<file path="config.mk">
export PLATFORM = sky130hd
export DESIGN_NAME = smac_feeder
export DESIGN_NICKNAME = d
export VERILOG_FILES = /design/src/rtl/smac_pkg.sv /design/src/rtl/smac_feeder.sv
export SDC_FILE = /design/constraint.sdc
export NUM_CORES = 1
export LEC_CHECK = 0
export CORE_AREA = 4 4 308 310
export DETAILED_ROUTE_END_ITERATION = 7
export DIE_AREA = 0 0 312 314
export GPL_TIMING_DRIVEN = 0
export SLEW_MARGIN = 20
export SYNTH_ARGS = -nofsm -noshare
export SYNTH_HDL_FRONTEND = slang
export SYNTH_SLANG_ARGS = --single-unit
</file>
<file path="constraint.sdc">
create_clock -name clk -period 4.1 [get_ports clk]
set_input_delay 0.82 -clock clk [delete_from_list [all_inputs] [get_ports clk]]
set_output_delay 0.82 -clock clk [all_outputs]
set_load 0.02 [all_outputs]
</file>
<file path="src/rtl/smac_pkg.sv">
// Shared types and helpers for the SMAC feeder and the parallel datapath it drives.
package smac_pkg;

   // Feeder sequencing: gather lanes, load a vector, optionally load a zero vector.
   typedef enum logic [1:0] {
      FILL  = 2'd0,
      ISSUE = 2'd1,
      FLUSH = 2'd2
   } state_t;

   // Default geometry of the datapath.
   localparam int M_DEF  = 64;
   localparam int PA_DEF = 8;
   localparam int PW_DEF = 4;

   // Width of a lane counter that indexes m lanes.
   function automatic int cnt_width(input int m);
      return $clog2(m);
   endfunction

   // Lane-packed vectors as seen by the datapath, lane i in slice [i].
   typedef logic [M_DEF-1:0][PA_DEF-1:0] act_vec_t;
   typedef logic [M_DEF-1:0][PW_DEF-1:0] wei_vec_t;

endpackage

</file>
<file path="src/rtl/smac_feeder.sv">
// Packs a serial (activation, weight) stream into M-lane vectors for the SMAC
// datapath, follows each dot product with a zero-vector flush load, and marks
// the cycles in which the datapath's par_sum holds a real result.
module smac_feeder
   import smac_pkg::*;
#(
   parameter int M  = 64,
   parameter int Pa = 8,
   parameter int Pw = 4
) (
   input  logic            clk,
   input  logic            rst_n,
   input  logic            s_valid,
   output logic            s_ready,
   input  logic [Pa-1:0]   s_act,
   input  logic [Pw-1:0]   s_wei,
   input  logic            s_last,
   output logic [M*Pa-1:0] in_act,
   output logic [M*Pw-1:0] in_wei,
   output logic            w_en,
   output logic            sum_valid,
   output logic            sum_last,
   output logic            busy
);

   localparam int CW = cnt_width(M);

   state_t              state, state_nxt;
   logic [CW-1:0]       cnt;
   logic                vlast;
   logic                pend, pend_last;
   logic [M-1:0][Pa-1:0] act_q;
   logic [M-1:0][Pw-1:0] wei_q;
   logic                accept;
   logic                vec_done;

   // Acceptance is decoded from the state directly so it never loops through s_ready.
   assign accept   = s_valid && (state == FILL);
   assign vec_done = accept && ((cnt == CW'(M - 1)) || s_last);

   // The staging registers double as the datapath-facing vector outputs.
   assign in_act = act_q;
   assign in_wei = wei_q;
   assign busy   = (state != FILL) || (cnt != '0) || pend;

   // State register.
   always_ff @(posedge clk or negedge rst_n) begin
      if (!rst_n) begin
         state <= FILL;
      end else begin
         // NOTE: clocked state uses non-blocking assignments so every register
         // samples pre-edge values regardless of block ordering.
         state <= state_nxt;
      end
   end

   // Next-state and handshake/load decode.
   always_comb begin
      // NOTE: every output gets a default first so no path leaves it unassigned
      // (which would infer a latch).
      state_nxt = state;
      s_ready   = 1'b0;
      w_en      = 1'b0;
      unique case (state)
         FILL: begin
            s_ready = 1'b1;
            if (vec_done) state_nxt = ISSUE;
         end
         ISSUE: begin
            w_en      = 1'b1;
            state_nxt = vlast ? FLUSH : FILL;
         end
         FLUSH: begin
            w_en      = 1'b1;
            state_nxt = FILL;
         end
         default: state_nxt = FILL;
      endcase
   end

   // Lane staging: write accepted elements, clear to the zero vector once issued.
   always_ff @(posedge clk or negedge rst_n) begin
      if (!rst_n) begin
         cnt   <= '0;
         vlast <= 1'b0;
         act_q <= '0;
         wei_q <= '0;
      end else if (state == ISSUE) begin
         cnt   <= '0;
         act_q <= '0;
         wei_q <= '0;
      end else if (accept) begin
         act_q[cnt] <= s_act;
         wei_q[cnt] <= s_wei;
         if (vec_done) begin
            cnt   <= '0;
            vlast <= s_last;
         end else begin
            cnt <= cnt + 1'b1;
         end
      end
   end

   // Result tracking: a vector's sum reaches par_sum one load after its own load,
   // so the pending flag is carried across exactly one w_en edge.
   always_ff @(posedge clk or negedge rst_n) begin
      if (!rst_n) begin
         pend      <= 1'b0;
         pend_last <= 1'b0;
         sum_valid <= 1'b0;
         sum_last  <= 1'b0;
      end else if (w_en) begin
         sum_valid <= pend;
         sum_last  <= pend_last;
         pend      <= (state == ISSUE);
         pend_last <= (state == ISSUE) && vlast;
      end else begin
         sum_valid <= 1'b0;
         sum_last  <= 1'b0;
      end
   end

endmodule

</file>
==> metrics.txt <==
result of the run finished clean; Post-Syn Area per Cell roughly 9.7 um2; number of cells produced by synthesis between 3000 and 4000; clock insertion delay at the later pin of the skew report around 0.66 ns; largest driver fanout on the critical path 10; final WL 147 mm; height of the chip 314 um; cts bufs inserted between 80 and 90; Fmax around 260 MHz; iteration count of the initial detailed-routing pass 7; most used flip-flop cell after synthesis dfrtp_1; largest net degree at the start of global routing 124; final RePlAce weighted congestion roughly 0.86; capturing element type of the critical path primary output; combined flip-flop and latch cell area ~0.020 mm2; antenna violations before repair 3; GRT Residual Overflow 0; most frequent cell after synthesis dfrtp_1; via count of the first global-routing pass 28500; Initial Utilization 0.356; synthesized flop and latch total 781; total number of vias 28900; required time of the critical path roughly 3.3 ns; sequential fraction of the synthesis area 0.599; worst path arrival time ~3.1 ns; clock tree sinks between 700 and 800; post-synthesis cell type with the largest combined area dfrtp_1; Layout Nets between 4000 and 5000; number of unique standard cell types used by synthesis 37; WL per Instance between 20 and 30 um; number of port buffers approximately 780; synth top area cells dfrtp_1 (60%), a21oi_1 (8.2%), nand2_1 (8.2%); number of I/O pins approximately 790; synthesis-to-finish area growth 38.2%; unrepaired setup endpoints after global routing false; HP Class in2async; number of gates resized after cts 0; via density per instance roughly 5.3; post-placement setup slack roughly 0.58 ns; number of remaining DRC errors 0; post-CTS repair timing setup buffer count 0; FF-to-FF path depth 6; FFs w/ async S/R, synth 1.00; clock skew ~0.014 ns; clock-pin slew on the worst setup and hold paths roughly 0.06 ns; layout cells sized above 1 0.0714; setup TNS after final layout 0 ns; slew at the pin closest to its max-slew limit ~1.1 ns; Max transition margin 0.236; crit share post-route 0.945; CTS H-tree lvls 3; number of setup violations in the final report 0; multi-input logic area between 0.01 and 0.015 mm2; top cells by count, synth dfrtp_1 (781), nand2_1 (711), a21oi_1 (535); peak supply drop between 0.3 and 0.4 mV; number of hold-repair buffers added at the cts stage 0; drt initial violations just under 3000; YS warnings 0; Finished Cell Area between 0.04 and 0.05 mm2; clock period minus worst slack ~3.9 ns; number of hold violations in the final report 0; wire length of the first global-routing pass around 210 mm; TritonCTS clock tree built; global-route total usage across every layer 0.291; Die Area just under 0.1 mm2; core area just over 0.09 mm2; standard-cell rows between 100 and 150; element type at the critical path start register; EDFF count, synth 0; total standard cell area after synthesis ~0.033 mm2; worst setup slack for register-to-register paths around 1.1 ns; filler cell count in the final layout around 8700; max-capacitance violation count 0; critical setup path kind reg2out; buffer depth of the longest clock path 3; leakage power approximately 19 nW; Final Max Tran Viols 0; area share of the largest cell type after synthesis 0.599; Post-Syn Nets 3377; Crit Reg-Reg Endpoint in_act[196]; horizontal die dimension ~310 um; post-DP HPWL ~110 mm; PD cells between 400 and 500 mW/mm2; Root Driver clkbuf_16; source of the worst register-to-register timing path state[1]; Cell Count Post-Placement 5330; final worst slack between 0.2 and 0.25 ns; power after layout ~20 mW; final std cells w/o fill 5486; post-route ant nets 0; post-place instance area approximately 0.042 mm2
## logic make-up after synthesis
group / after synthesis / synth area share
and+or+nand+nor: 1420 / 0.189
AOI/OAI and AO/OA: 544 / 0.0839
DFF: 781 / 0.599
muxes: 244 / 0.0751
adders and majority gates: 5 / 0.00192
buffers and inverters: 362 / 0.0512
## worst max path at each step
stage	from	to	cells after the start	slack [ns]
2_1_floorplan	cnt[4]	busy	4	1.92
3_3_place_gp	rst_n	in_act[401]	1	-34.91
3_5_place_dp	s_valid	in_wei[46]	8	0.58
4_1_cts	cnt[4]	busy	5	0.19
5_1_grt	cnt[4]	busy	5	0.08
6_report	cnt[5]	busy	5	0.22
## cell usage in the layout (no fill, tap or decap), drive strengths merged, types with 3 or more instances in the layout
cell,n
o21ai,5
nand2,711
mux2,4
nand2b,3
and2,7
a21oi,535
mux2i,240
nand4b,7
nor4b,4
buf,157
clkbuf,336
nor4bb,4
nand3,398
inv,10
nor2,260
bufinv,5
dfrtp,781
clkinv,19
nor3,6
or4,4
nor4,3
nand4,4
ha,5
clkdlybuf4s50,775
## state kept, by name, indices dropped and copies added (netlist names)
| name | cells |
|---|---|
| in_act | 512 |
| in_wei | 256 |
| cnt | 6 |
| state | 2 |
| pend | 1 |
| pend_last | 1 |
| sum_last | 1 |
| sum_valid | 1 |
| vlast | 1 |
## per-stage QoR
| step | utilization | hold slack [ns] |
|---|---|---|
| finish | 0.491 | 0.0847 |
| global placement | 0.457 | 0.471 |
| CTS | 0.491 | 0.0644 |
| detailed placement | 0.460 | 0.472 |
| floorplan | - | 0.454 |
| global route | 0.491 | 0.0885 |
## where the power goes
| part | internal [mW] | switching [mW] |
|---|---|---|
| Clock | 4.60 | 3.35 |
| Combinational | 0.667 | 3.08 |
| Sequential | 7.83 | 0.0807 |
## worst max-delay path, cell delays in order (launching register included)
cell             delay [ns]
dfrtp_1                0.40
buf_4                  0.18
buf_4                  0.19
nor4_2                 0.72
nand4b_1               0.17
clkdlybuf4s50_1        0.73
## routing by layer
layer / GRT usage / vias to the layer above / wire [um]
li1: - / 12900 / -
met1: 0.360 / 14400 / 57400
met2: 0.489 / 1281 / 70800
met3: 0.0840 / 227 / 13400
met4: 0.101 / 2 / 5700
met5: 0 / - / 13
## area by class of cell
class	instances	share of cell area
antenna	2	0.000111
buffer	355	0.0368
clock buffer	125	0.0560
clock inverter	29	0.00744
inverter	7	0.000583
multi-input combinational	2213	0.253
sequential	781	0.434
tap	1186	0.0329
timing repair buffer	788	0.179
No activity file was read; power rests on OpenSTA's default activity.
